==> config.mk <==
export PLATFORM = sky130hd
export DESIGN_NAME = spi_cmd_master
export DESIGN_NICKNAME = d
export VERILOG_FILES = /design/src/rtl/spi_cmd_master.sv
export SDC_FILE = /design/constraint.sdc
export NUM_CORES = 1
export LEC_CHECK = 0
export BUFFER_PORTS_ARGS = -buffer_cell sky130_fd_sc_hd__buf_2
export CORE_AREA = 2 2 109 58
export DETAILED_ROUTE_END_ITERATION = 7
export DIE_AREA = 0 0 111 60
export PLACE_DENSITY = 0.73
export SKIP_CTS_REPAIR_TIMING = 1
export SYNTH_ARGS = -nofsm -noshare
export SYNTH_HDL_FRONTEND = slang
export SYNTH_SLANG_ARGS = --single-unit
export TNS_END_PERCENT = 1
==> constraint.sdc <==
create_clock -name clk -period 2.6 [get_ports clk]
set_input_delay 0.52 -clock clk [delete_from_list [all_inputs] [get_ports clk]]
set_output_delay 0.52 -clock clk [all_outputs]
set_load 0.03 [all_outputs]
==> src/rtl/spi_cmd_master.sv <==
// spi_cmd_master: SPI master that sends a CMD_BITS command and then reads back
// an RX_BITS response inside a single chip-select frame. The SPI mode (CPOL/CPHA)
// and the SCLK divider are fixed when the block is built. Every pin is driven
// from a register, and SCLK is produced by a toggling flop, never by gating clk.
module spi_cmd_master #(
  parameter int CMD_BITS = 8,
  parameter int RX_BITS  = 24,
  parameter int CLK_DIV  = 2,
  parameter bit CPOL     = 1'b0,
  parameter bit CPHA     = 1'b0
) (
  input  logic                clk,
  input  logic                reset,
  input  logic                start,
  input  logic [CMD_BITS-1:0] cmd,
  output logic                busy,
  output logic                done,
  output logic [RX_BITS-1:0]  rx_data,
  output logic                SPICS_N,
  output logic                SPICLK,
  output logic                SPIMOSI,
  input  logic                SPIMISO
);

  localparam int TOTAL = CMD_BITS + RX_BITS;
  localparam int TICKS = 2 * TOTAL;
  localparam int DIV_W = (CLK_DIV > 1) ? $clog2(CLK_DIV) : 1;
  localparam int TCK_W = $clog2(TICKS);

  localparam logic [DIV_W-1:0] DIV_LAST  = DIV_W'(CLK_DIV - 1);
  localparam logic [TCK_W-1:0] TCK_LAST  = TCK_W'(TICKS - 1);
  // Ticks 0 .. 2*CMD_BITS-1 cover the command bits. A MISO sample taken
  // during those ticks belongs to the command phase and is thrown away.
  localparam logic [TCK_W-1:0] CMD_TICKS = TCK_W'(2 * CMD_BITS);

  typedef enum logic [1:0] {
    ST_IDLE     = 2'd0,
    ST_ASSERT   = 2'd1,
    ST_SHIFT    = 2'd2,
    ST_DEASSERT = 2'd3
  } state_t;

  state_t             r_state;
  state_t             w_state_nxt;
  logic [DIV_W-1:0]   r_div;
  logic [DIV_W-1:0]   w_div_nxt;
  logic [TCK_W-1:0]   r_tck;
  logic [TCK_W-1:0]   w_tck_nxt;
  logic [TOTAL-1:0]   r_tx;
  logic [TOTAL-1:0]   w_tx_nxt;
  logic [RX_BITS-1:0] r_rx;
  logic [RX_BITS-1:0] w_rx_nxt;
  logic [RX_BITS-1:0] r_rx_data;
  logic [RX_BITS-1:0] w_rx_data_nxt;
  logic               r_sclk;
  logic               w_sclk_nxt;
  logic               r_mosi;
  logic               w_mosi_nxt;
  logic               r_cs_n;
  logic               w_cs_n_nxt;
  logic               r_busy;
  logic               w_busy_nxt;
  logic               r_done;
  logic               w_done_nxt;

  logic               w_tick;
  logic               w_lead;
  logic               w_sample;
  logic [RX_BITS:0]   w_rx_shift;
  logic [TOTAL-1:0]   w_tx_shift;

  assign w_tick     = (r_div == DIV_LAST);
  // Even tick count is the first toggle of a bit, which is its leading edge.
  assign w_lead     = ~r_tck[0];
  // Leading edge samples when CPHA=0. Trailing edge samples when CPHA=1.
  assign w_sample   = w_lead ^ CPHA;
  assign w_rx_shift = {r_rx, SPIMISO};
  assign w_tx_shift = {r_tx[TOTAL-2:0], 1'b0};

  // State register.
  always_ff @(posedge clk or posedge reset) begin
    if (reset) begin
      r_state <= ST_IDLE;
    end else begin
      r_state <= w_state_nxt;
    end
  end

  // Next-state and next-value logic for the divider, the shifters and the pins.
  always_comb begin
    w_state_nxt   = r_state;
    w_div_nxt     = w_tick ? '0 : (r_div + DIV_W'(1));
    w_tck_nxt     = r_tck;
    w_tx_nxt      = r_tx;
    w_rx_nxt      = r_rx;
    w_rx_data_nxt = r_rx_data;
    w_sclk_nxt    = r_sclk;
    w_mosi_nxt    = r_mosi;
    w_cs_n_nxt    = r_cs_n;
    w_busy_nxt    = r_busy;
    w_done_nxt    = 1'b0;

    case (r_state)
      ST_IDLE: begin
        w_div_nxt  = '0;
        w_tck_nxt  = '0;
        w_sclk_nxt = CPOL;
        // Ignore start during the done cycle. This keeps CS high between frames.
        if (start && !r_done) begin
          w_tx_nxt    = {cmd, {RX_BITS{1'b0}}};
          w_rx_nxt    = '0;
          w_busy_nxt  = 1'b1;
          w_cs_n_nxt  = 1'b0;
          w_mosi_nxt  = CPHA ? 1'b0 : cmd[CMD_BITS-1];
          w_state_nxt = ST_ASSERT;
        end else begin
          w_busy_nxt  = 1'b0;
          w_cs_n_nxt  = 1'b1;
          w_state_nxt = ST_IDLE;
        end
      end

      ST_ASSERT: begin
        if (w_tick) begin
          w_state_nxt = ST_SHIFT;
        end else begin
          w_state_nxt = ST_ASSERT;
        end
      end

      ST_SHIFT: begin
        if (w_tick) begin
          w_sclk_nxt = ~r_sclk;
          w_tck_nxt  = r_tck + TCK_W'(1);
          if (w_sample) begin
            if (r_tck >= CMD_TICKS) begin
              w_rx_nxt = w_rx_shift[RX_BITS-1:0];
            end else begin
              w_rx_nxt = r_rx;
            end
          end else begin
            // Launch the next MOSI bit. When CPHA=1 the current MSB goes
            // out now. When CPHA=0 the MSB already went out, so present the next one.
            w_tx_nxt   = w_tx_shift;
            w_mosi_nxt = CPHA ? r_tx[TOTAL-1] : w_tx_shift[TOTAL-1];
          end
          if (r_tck == TCK_LAST) begin
            w_tck_nxt   = '0;
            w_state_nxt = ST_DEASSERT;
          end else begin
            w_state_nxt = ST_SHIFT;
          end
        end else begin
          w_state_nxt = ST_SHIFT;
        end
      end

      ST_DEASSERT: begin
        w_sclk_nxt = CPOL;
        if (w_tick) begin
          w_cs_n_nxt    = 1'b1;
          w_busy_nxt    = 1'b0;
          w_done_nxt    = 1'b1;
          w_rx_data_nxt = r_rx;
          w_mosi_nxt    = 1'b0;
          w_state_nxt   = ST_IDLE;
        end else begin
          w_state_nxt   = ST_DEASSERT;
        end
      end

      default: begin
        w_div_nxt   = '0;
        w_tck_nxt   = '0;
        w_sclk_nxt  = CPOL;
        w_mosi_nxt  = 1'b0;
        w_cs_n_nxt  = 1'b1;
        w_busy_nxt  = 1'b0;
        w_state_nxt = ST_IDLE;
      end
    endcase
  end

  // Datapath and output registers.
  always_ff @(posedge clk or posedge reset) begin
    if (reset) begin
      r_div     <= '0;
      r_tck     <= '0;
      r_tx      <= '0;
      r_rx      <= '0;
      r_rx_data <= '0;
      r_sclk    <= CPOL;
      r_mosi    <= 1'b0;
      r_cs_n    <= 1'b1;
      r_busy    <= 1'b0;
      r_done    <= 1'b0;
    end else begin
      r_div     <= w_div_nxt;
      r_tck     <= w_tck_nxt;
      r_tx      <= w_tx_nxt;
      r_rx      <= w_rx_nxt;
      r_rx_data <= w_rx_data_nxt;
      r_sclk    <= w_sclk_nxt;
      r_mosi    <= w_mosi_nxt;
      r_cs_n    <= w_cs_n_nxt;
      r_busy    <= w_busy_nxt;
      r_done    <= w_done_nxt;
    end
  end

  assign busy    = r_busy;
  assign done    = r_done;
  assign rx_data = r_rx_data;
  assign SPICS_N = r_cs_n;
  assign SPICLK  = r_sclk;
  assign SPIMOSI = r_mosi;

endmodule

==> results by group, run 1 <==
Run status
  – Outcome: completed

Synthesis
  – Most used DFF post-synth: dfrtp_1
  – Post-synth EDFFs: 0
  – Post-Syn Instances: 294
  – Post-synthesis compound-gate area fraction: 0.118
  – Leading area contributor after synthesis: dfrtp_1
  – Post-Synth Simple-Gate Area: 0.118
  – Dominant cells by area after synthesis: dfrtp_1 (55%), mux2i_1 (10%), nand2_1 (7.0%)
  – Asr flop ratio synth: 1.00
  – Share of Yosys cell area claimed by the top area cell type: 0.551
  – Post-synthesis mux area share: 0.107
  – Post-Synth Adder-Cell Area: 0.0243
  – FF+latch count, synth: 69
  – XOR/XNOR Fraction of Synth Area: 0.00284
  – Net count after synthesis: 312
  – Main combinational cell family by area after synthesis: compound AO/OA/AOI/OAI gates
  – Mean Syn Cell Area: 10.5 sq um
  – Register area share after synthesis: 0.559
  – Cell variety after synth: 35
  – Mapped cell area: 3090 sq um
  – Ys Warns: 0

Timing
  – Max Freq: 0.458 GHz
  – Fin crit share: 0.839
  – Final setup vio count: 0
  – Total negative slack: 0 ns
  – Crit path time final: 2.18 ns
  – Max Slew Vio Count: 0
  – Worst Skew: 0.0121 ns
  – RSZ-0062 raised after global routing: no
  – Worst hold slack: 0.234 ns
  – Hold Fails Final Rpt: 0
  – Slew of the pin with the lowest slew margin: 0.911 ns
  – Headroom to the max-slew limit: 0.391

Critical path
  – Critical path type: flop to flop
  – Highest net fanout along the worst path: 14
  – WP buf/inv: 2
  – Length in cells of the worst reg-to-reg path: 6
  – CP delay by family, top: compound AO/OA/AOI/OAI gates
  – CP Capture Type: flop
  – CP startpoint kind: flop
  – Reg-to-reg critical path endpoint: r_rx[1]
  – Reg-to-reg startpoint: r_state[0]
  – Crit. path cell count: 6
  – Crit path to: r_rx[1]
  – Critical Path Start: r_state[0]
  – Data required, critical path: 2.85 ns
  – CP Cell Sequence: inv_1 > ha_1 > nor2b_2 > o311ai_4 > buf_4 > mux2i_1
  – Worst stage delay on the critical path: 0.75 ns
  – Flop2flop setup slack: 0.42 ns
  – Critical path's slowest cell: o311ai_4
  – WP data arrival: 2.43 ns

Detailed routing
  – Antenna-violating nets left: 0
  – TritonRoute pass-1 iters: 4
  – DRC Markers: 0
  – Vias per cell: 4.93
  – Final WL: 5.84 mm
  – Routed via count: 2071
  – WL/cell: 13.9 um
  – DRT iter0 DRCs: 80

Place
  – RePlAce Congestion: 0.727
  – HPWL Detailed: 3.87 mm
  – Number of port buffers: 40

Floorplanning
  – Die Wd: 111 um
  – Core box area: 5780 sq um
  – Initial Util: 0.534
  – I/O pins: 41
  – Chip Height: 60 um
  – FP Rows: 20
  – Die area: 6660 sq um

Clock network
  – Clk sinks: 69
  – CTS Buf Count: 9
  – Clk_lat worst skew: 0.33 ns
  – Clock root cell: clkbuf_16
  – CTS tree: yes
  – H-tree levels: 3
  – Clk slew on worst S/H paths: 0.06 ns
  – Buffers from clock root to sink, at most: 2

Cells and area
  – Area Overhead vs Synth: 19.3%
  – Inserted Diodes: 0
  – Share of post-route cells with drive strength above 1: 0.227
  – Most frequent cells in the layout: dfrtp_1 (68), nand2_1 (58), buf_2 (40)
  – Final #Nets: 356
  – Leading cell type in the layout, fill and taps excluded: dfrtp_1

Job
  – Max Cap Violations: 0

Min path
  – Worst min path class: input port to asynchronous set/reset pin

Global routing
  – Largest net degree at the start of global routing: 49
  – Vias in the first global route: 2038
  – Global Route Usage Sum: 0.199
  – Grt ovf: 0
  – First-pass GRT wire length: 10.1 mm
  – Initial antenna violation count: 0

Power and ir drop
  – Power after layout: 0.00439 W
  – Lkg Pwr: 1.86 nW
  – Pwr dens: 1190 nW/um^2
  – Maximum VDD drop: 536 uV
==> where the power goes <==
group / internal [W] / leakage, nW / switching (W)
clock network: 0.000863 / 0.158 / 0.000452
registers: 0.00133 / 0.927 / 0.000161
logic: 0.000561 / 0.774 / 0.00103
==> worst min-delay path by stage <==
stage                   from           to  slack (ns)  depth (start not counted)
finish                 reset  rx_data[11]        0.23                          2
global route           reset  rx_data[11]        0.28                          2
CTS                    reset  rx_data[11]        0.25                          2
detailed placement   SPICS_N      SPICS_N        0.46                          2
global placement     SPICS_N      SPICS_N        0.45                          2
floorplan           r_tx[25]     r_tx[25]        0.49                          2
==> synth_stat cells, types with 2 or more instances <==
cell	n
a21oi_1	11
a22o_1	3
buf_6	5
nand3_1	3
nand2b_1	2
ha_1	6
buf_2	3
nor3b_1	2
clkbuf_1	6
a21oi_2	3
nor2_1	14
inv_1	31
o21ai_0	27
dfrtp_1	68
mux2i_1	32
a21o_1	2
nand2_1	58
==> cell type report <==
| cell class | count | area [sq um] |
|---|---|---|
| multi-input cells | 179 | 1150 |
| fillers | 461 | 2100 |
| clock inverters | 6 | 86.3 |
| well taps | 77 | 96.3 |
| flip-flops and latches | 69 | 1730 |
| clock buffers | 10 | 239 |
| inverters | 31 | 116 |
| repair buffers | 48 | 273 |
==> per-layer routing <==
layer | routed length, um | vias to the layer above | global-route usage
met2 | 2350 | 41 | 0.277
met5 | 0 | - | 0
met3 | 273 | 2 | 0.0649
met1 | 3190 | 980 | 0.292
li1 | - | 1048 | -
met4 | 29 | 0 | 0.0750
==> flip-flops by register name, indices dropped and copies added (netlist names) <==
name,cells
r_rx,24
SPICS_N,1
busy,1
r_tx,7
rx_data,24
SPIMOSI,1
done,1
r_state,2
r_tck,6
SPICLK,1
r_div,1
==> cell families (layout without fill, tap and decap cells) <==
logic type                 Yosys count  in the layout
buffers and inverters               46             95
adders and majority gates            6              6
muxes                               33             33
xor gates and xnor gates             1              1
AOI/OAI and AO/OA                   53             53
and+or+nand+nor                     86             86
DFF                                 69             69
==> metrics by stage <==
step	instances	setup WS (ns)	util	instance area, sq um
after floorplan	294	0.342	-	3090
after global placement	404	0.490	0.581	3360
after detailed placement	404	0.390	0.581	3360
after CTS	420	0.379	0.637	3680
after global routing	420	0.217	0.637	3680
final	420	0.418	0.637	3680
No activity file was read; power rests on OpenSTA's default activity.
==> inputs of run 2 (changes only) <==
--- a/config.mk
+++ b/config.mk
@@ -5,11 +5,12 @@
 export SDC_FILE = /design/constraint.sdc
 export NUM_CORES = 1
 export LEC_CHECK = 0
+export ABC_AREA = 1
 export BUFFER_PORTS_ARGS = -buffer_cell sky130_fd_sc_hd__buf_2
-export CORE_AREA = 2 2 109 58
+export CORE_AREA = 2 2 115 61
 export DETAILED_ROUTE_END_ITERATION = 7
-export DIE_AREA = 0 0 111 60
-export PLACE_DENSITY = 0.73
+export DIE_AREA = 0 0 117 63
+export PLACE_DENSITY = 0.71
 export SKIP_CTS_REPAIR_TIMING = 1
 export SYNTH_ARGS = -nofsm -noshare
 export SYNTH_HDL_FRONTEND = slang
==> constraint.sdc (replaced) <==
create_clock -name clk -period 1.89 [get_ports clk]
set_input_delay 0.378 -clock clk [delete_from_list [all_inputs] [get_ports clk]]
set_output_delay 0.378 -clock clk [all_outputs]
set_load 0.03 [all_outputs]
==> results by group, run 2 <==
Run status
  – Outcome: completed

Detailed routing
  – Final WL: 6.43 mm (+10%)
  – Antenna-violating nets left: 0 (unchanged)
  – DRC Markers: 0 (unchanged)
  – DRT iter0 DRCs: 155 (+94%)
  – WL/cell: 11.8 um (-16%)
  – TritonRoute pass-1 iters: 5 (+1)
  – Vias per cell: 4.72 (-4.2%)
  – Routed via count: 2583 (+25%)

Floorplanning
  – Initial Util: 0.500 (-0.0349)
  – I/O pins: 41 (unchanged)
  – Core box area: 6440 sq um (+11%)
  – Die area: 7370 sq um (+11%)
  – FP Rows: 21 (+5.0%)
  – Die Wd: 117 um (+5.4%)
  – Chip Height: 63 um (+5.0%)

Global routing
  – Initial antenna violation count: 0 (unchanged)
  – Vias in the first global route: 2290 (+12%)
  – Largest net degree at the start of global routing: 70 (+43%)
  – First-pass GRT wire length: 11.0 mm (+9.7%)
  – Global Route Usage Sum: 0.197 (-0.00231)
  – Grt ovf: 0 (unchanged)

Cells and area
  – Most frequent cells in the layout: nand2_1 (208), dfrtp_1 (68), buf_2 (40)
  – Final #Nets: 469 (+32%)
  – # fillers: 587 (+27%)
  – Leading cell type in the layout, fill and taps excluded: nand2_1
  – Inserted Diodes: 0 (unchanged)
  – Final design utilization: 0.590 (-0.0477)
  – Final Instance Area: 3800 sq um (+3.0%)
  – Area Overhead vs Synth: 18.1%
  – Final non-filler cell total: 547 (+30%)
  – Share of post-route cells with drive strength above 1: 0.169 (-0.0582)

Synthesis
  – Net count after synthesis: 425 (+36%)
  – Share of Yosys cell area claimed by the top area cell type: 0.529 (-0.0216)
  – Cell variety after synth: 24 (-31%)
  – Mean Syn Cell Area: 7.90 sq um (-25%)
  – XOR/XNOR Fraction of Synth Area: 0.00545 (+0.00261)
  – Asr flop ratio synth: 1.00 (unchanged)
  – Post-synthesis compound-gate area fraction: 0.0276 (-0.0902)
  – Dominant cells by area after synthesis: dfrtp_1 (53%), nand2_1 (24%), inv_1 (4.7%)
  – Leading area contributor after synthesis: dfrtp_1
  – Count leader, synth: nand2_1
  – Most used DFF post-synth: dfrtp_1
  – Post-synth EDFFs: 0 (unchanged)
  – Register area share after synthesis: 0.537 (-0.0220)
  – Ys Warns: 0 (unchanged)
  – Post-Syn Instances: 407 (+38%)
  – Post-Synth Simple-Gate Area: 0.325 (+0.207)
  – Mapped cell area: 3220 sq um (+4.1%)
  – Post-Synth Adder-Cell Area: 0.0233 (-0.000955)
  – Main combinational cell family by area after synthesis: simple AND/OR/NAND/NOR gates
  – Post-synthesis mux area share: 0 (-0.107)
  – FF+latch count, synth: 69 (unchanged)
  – Synth top cells by count: nand2_1 (209), dfrtp_1 (68), inv_1 (40), nand3_1 (29), o21ai_0 (9)

Critical path
  – Reg-to-reg critical path endpoint: r_rx[7]
  – Flop2flop setup slack: 0.21 ns (-0.21 ns)
  – Critical path type: flop to flop
  – CP Capture Type: flop
  – Highest net fanout along the worst path: 15 (+1)
  – Reg-to-reg startpoint: r_state[0]
  – CP startpoint kind: flop
  – Data required, critical path: 2.16 ns (-0.69 ns)
  – Length in cells of the worst reg-to-reg path: 9 (+3)
  – WP data arrival: 1.95 ns (-0.48 ns)

Clock network
  – H-tree levels: 3 (unchanged)
  – Buffers from clock root to sink, at most: 2 (unchanged)
  – CTS tree: yes
  – Clk_lat worst skew: 0.33 ns (about the same)
  – Clock root cell: clkbuf_16
  – Clk sinks: 69 (unchanged)
  – Clk slew on worst S/H paths: 0.05 ns (about the same)
  – CTS Buf Count: 9 (unchanged)

Place
  – HPWL Detailed: 4.34 mm (+12%)
  – Placed instance area: 3510 sq um (+4.5%)
  – RePlAce Congestion: 0.888 (+22%)
  – Placed cell count: 532 (+32%)
  – Place WS: 0.120 ns (-0.271 ns)
  – Number of port buffers: 40 (unchanged)

Power and ir drop
  – Lkg Pwr: 2.34 nW (+26%)
  – Maximum VDD drop: 667 uV (+24%)
  – Pwr dens: 1290 nW/um^2 (+8.5%)

Timing
  – Worst Skew: 0.00532 ns (-0.00677 ns)
  – Total negative slack: 0 ns (unchanged)
  – Max Freq: 0.595 GHz (+30%)
  – Headroom to the max-slew limit: 0.708 (+0.317)
  – Hold Fails Final Rpt: 0 (unchanged)
  – Slew of the pin with the lowest slew margin: 0.437 ns (-0.474 ns)
  – Final setup vio count: 0 (unchanged)
  – Setup WS post-layout: 0.210 ns (-0.208 ns)
  – Max Slew Vio Count: 0 (unchanged)
  – Crit path time final: 1.68 ns (-0.502 ns)
  – Fin crit share: 0.889 (+0.0498)
  – RSZ-0062 raised after global routing: no

Min path
  – Worst min path class: input port to asynchronous set/reset pin

Job
  – Max Cap Violations: 0 (unchanged)
[run 2: cell count changes in the layout (fill, tap and decap cells not counted), sizes merged, moves of 4 or more]
cell,previous run,this run
a21oi,14,4
clkbuf,10,14
inv,31,43
mux2i,32,0
nand2,59,214
nand3,3,30
nor2,14,10
o21ai,28,9
[run 2: logic make-up after synthesis]
kind of cell | count (synthesis)
adders and majority gates | 6
AOI/OAI and AO/OA | 16
and+or+nand+nor | 255
DFF | 69
xor gates and xnor gates | 2
buffers and inverters | 59
[run 2: worst max-delay path by stage]
stage / from / endpoint / cells past startpoint
after global routing: r_state[0] / rx_data[22] / 5
after floorplan: r_state[0] / r_tx[24] / 11
after global placement: r_state[0] / r_tx[26] / 9
final: r_state[0] / r_rx[7] / 9
after CTS: r_state[0] / r_tx[26] / 9
after detailed placement: r_state[0] / r_tx[26] / 9
[run 2: cell type report]
type | count | area, sq um | area share
clock buffers | 14 | 274 | 0.0722
clock inverters | 1 | 5.00 | 0.00132
inverters | 44 | 171 | 0.0452
multi-input cells | 279 | 1230 | 0.324
flip-flops and latches | 69 | 1730 | 0.455
well taps | 92 | 115 | 0.0303
repair buffers | 48 | 273 | 0.0719
[run 2: critical path, cell delays in order (launching register included)]
cell and delay (ns):
dfrtp_1 0.41, inv_1 0.10, ha_2 0.27, inv_4 0.10, nor2_4 0.10, nand3_2 0.08, nand2_4 0.13, buf_4 0.23
nand3_1 0.10, nand2_1 0.09
[run 2: power by group]
group	internal [W]	total (W)	switching [W]	leakage, nW
Sequential	0.00166	0.00177	0.000115	0.939
Combinational	0.000454	0.00158	0.00112	1.26
Clock	0.000985	0.00156	0.000571	0.139
Total	0.00310	0.00491	0.00181	2.34
[run 2: layer usage]
| layer | global-route usage | wire (um) | up-vias |
|---|---|---|---|
| met4 | 0.0706 | 27 | 0 |
| met2 | 0.252 | 2530 | 75 |
| met1 | 0.304 | 3460 | 1190 |
| met3 | 0.0689 | 406 | 2 |
| met5 | 0 | 0 | - |
| li1 | - | - | 1316 |
[run 2: per-stage QoR]
stage                     hold slack, ns  power, W
after global routing               0.178   0.00523
after global placement             0.453   0.00335
after detailed placement           0.459   0.00337
final                              0.144   0.00491
after CTS                          0.159   0.00494
after floorplan                    0.442   0.00307
==> inputs of run 3 (changes only) <==
--- a/config.mk
+++ b/config.mk
@@ -7,10 +7,10 @@
 export LEC_CHECK = 0
 export ABC_AREA = 1
 export BUFFER_PORTS_ARGS = -buffer_cell sky130_fd_sc_hd__buf_2
-export CORE_AREA = 2 2 115 61
+export CORE_AREA = 2 2 117 62
 export DETAILED_ROUTE_END_ITERATION = 7
-export DIE_AREA = 0 0 117 63
-export PLACE_DENSITY = 0.71
+export DIE_AREA = 0 0 119 64
+export PLACE_DENSITY = 0.69
 export SKIP_CTS_REPAIR_TIMING = 1
 export SYNTH_ARGS = -nofsm -noshare
 export SYNTH_HDL_FRONTEND = slang
==> results by group, run 3 (synthesized netlist as in run 2, its figures left out) <==
Run status
  – Outcome: completed

Critical path
  – Highest net fanout along the worst path: 24 (+9)
  – Critical path's slowest cell: dfrtp_1
  – Critical path type: flop to flop
  – Data required, critical path: 2.16 ns (about the same)
  – Crit path to: r_rx[0]
  – Flop2flop setup slack: 0.20 ns (about the same)
  – Length in cells of the worst reg-to-reg path: 9 (unchanged)
  – Critical Path Start: r_state[0]
  – CP Capture Type: flop
  – Reg-to-reg startpoint: r_state[0]
  – WP data arrival: 1.96 ns (about the same)
  – CP delay by family, top: buffers and inverters
  – Reg-to-reg critical path endpoint: r_rx[0]
  – WP buf/inv: 3 (unchanged)
  – CP startpoint kind: flop
  – Crit. path cell count: 9 (unchanged)
  – Worst stage delay on the critical path: 0.42 ns (about the same)
  – CP Cell Sequence: inv_1 > ha_1 > inv_4 > nor2_4 > nand3_2 > nand2_4 > buf_4 > nand3_1 > nand2_1

Timing
  – Max Slew Vio Count: 0 (unchanged)
  – Fin crit share: 0.896 (+0.00741)
  – Worst Skew: 0.00513 ns (-0.000191 ns)
  – RSZ-0062 raised after global routing: no
  – Total negative slack: 0 ns (unchanged)
  – Final setup vio count: 0 (unchanged)
  – Slew of the pin with the lowest slew margin: 0.435 ns (-0.00228 ns)
  – Hold Fails Final Rpt: 0 (unchanged)
  – Crit path time final: 1.69 ns (+0.0140 ns)
  – Headroom to the max-slew limit: 0.710 (+0.00152)
  – Setup WS post-layout: 0.196 ns (-0.0140 ns)
  – Max Freq: 0.590 GHz (-0.83%)

Clock network
  – CTS Buf Count: 9 (unchanged)
  – Clock root cell: clkbuf_16
  – Clk slew on worst S/H paths: 0.05 ns (about the same)
  – Clk_lat worst skew: 0.33 ns (about the same)
  – Clk sinks: 69 (unchanged)
  – CTS tree: yes
  – Buffers from clock root to sink, at most: 2 (unchanged)
  – H-tree levels: 3 (unchanged)

Job
  – Max Cap Violations: 0 (unchanged)

Global routing
  – Vias in the first global route: 2462 (+7.5%)
  – Initial antenna violation count: 0 (unchanged)
  – Grt ovf: 0 (unchanged)
  – First-pass GRT wire length: 11.0 mm (unchanged)
  – Largest net degree at the start of global routing: 26 (-63%)
  – Global Route Usage Sum: 0.186 (-0.0114)

Floorplanning
  – Die area: 7620 sq um (+3.3%)
  – Core box area: 6540 sq um (+1.6%)
  – Initial Util: 0.491 (-0.00802)
  – I/O pins: 41 (unchanged)
  – Die Wd: 119 um (+1.7%)
  – FP Rows: 21 (unchanged)
  – Chip Height: 64 um (+1.6%)

Detailed routing
  – WL/cell: 11.0 um (-6.1%)
  – DRT iter0 DRCs: 91 (-41%)
  – Final WL: 6.05 mm (-5.9%)
  – Antenna-violating nets left: 0 (unchanged)
  – DRC Markers: 0 (unchanged)
  – TritonRoute pass-1 iters: 4 (-1)
  – Routed via count: 2506 (-3.0%)
  – Vias per cell: 4.57 (-3.2%)

Cells and area
  – # fillers: 596 (+1.5%)
  – Inserted Diodes: 0 (unchanged)
  – Area Overhead vs Synth: 18.2% (about the same)
  – Most frequent cells in the layout: nand2_1 (209), dfrtp_1 (68), buf_2 (40)
  – Final #Nets: 470 (+0.21%)
  – Leading cell type in the layout, fill and taps excluded: nand2_1
  – Share of post-route cells with drive strength above 1: 0.169 (-0.000371)
  – Final non-filler cell total: 548 (+0.18%)

Place
  – Place WS: 0.209 ns (+0.0891 ns)
  – HPWL Detailed: 4.07 mm (-6.1%)
  – RePlAce Congestion: 0.821 (-7.5%)
  – Number of port buffers: 40 (unchanged)
  – Placed cell count: 533 (+0.19%)

Power and ir drop
  – Internal power: 0.00301 W (-2.8%)
  – Lkg Pwr: 2.34 nW (about the same)
  – Clock Power Share: 0.312 (-0.005)
  – Share of power burned in combinational logic: 0.321 (about the same)
  – Maximum VDD drop: 712 uV (+6.7%)
  – Sequential share of power: 0.367 (+0.006)
  – Switching power of the nets: 0.00180 W (-0.74%)
  – Pwr dens: 1270 nW/um^2 (-2.2%)
  – Power after layout: 0.00481 W (-2.1%)
  – Sw Share: 0.374 (+0.00495)

Min path
  – Worst min path class: input port to asynchronous set/reset pin
[run 3: power by group through the flow]
stage	clock network [W]	registers (W)	logic, W
floorplan	0	0.00186	0.00121
finish	0.00150	0.00177	0.00154
detailed placement	0	0.00179	0.00157
global route	0.00161	0.00179	0.00177
CTS	0.00153	0.00177	0.00157
global placement	0	0.00179	0.00155
[run 3: per-layer routing]
metal,vias up,global-route usage,share of wire
li1,1321,-,-
met1,1138,0.225,0.49
met2,39,0.307,0.46
met3,8,0.0670,0.041
met4,0,0.0714,0.012
met5,-,0,0
[run 3: per-stage QoR]
| stage | cell area [sq um] | utilization | hold WS [ns] |
|---|---|---|---|
| global route | 3800 | 0.581 | 0.0374 |
| detailed placement | 3530 | 0.540 | 0.385 |
| finish | 3800 | 0.581 | 0.0228 |
| CTS | 3800 | 0.581 | 0.0275 |
| floorplan | 3220 | - | 0.442 |
| global placement | 3530 | 0.540 | 0.379 |
[run 3: how the worst min path moves through the flow]
| stage | slack, ns | endpoint | depth (start not counted) | from |
|---|---|---|---|---|
| after floorplan | 0.44 | r_tx[24] | 2 | r_tx[24] |
| after global placement | 0.38 | r_tx[25] | 2 | reset |
| after detailed placement | 0.38 | r_tx[25] | 2 | reset |
| after CTS | 0.03 | r_tx[25] | 2 | reset |
| after global routing | 0.04 | r_tx[25] | 2 | reset |
| final | 0.02 | r_tx[25] | 2 | reset |
[run 3: area by class of cell]
| cell class | count | area (sq um) | share of cell area |
|---|---|---|---|
| clock buffers | 11 | 243 | 0.0639 |
| clock inverters | 4 | 25.0 | 0.00659 |
| inverters | 44 | 171 | 0.0451 |
| multi-input cells | 279 | 1220 | 0.322 |
| flip-flops and latches | 69 | 1730 | 0.455 |
| well taps | 92 | 115 | 0.0303 |
| repair buffers | 49 | 293 | 0.0770 |
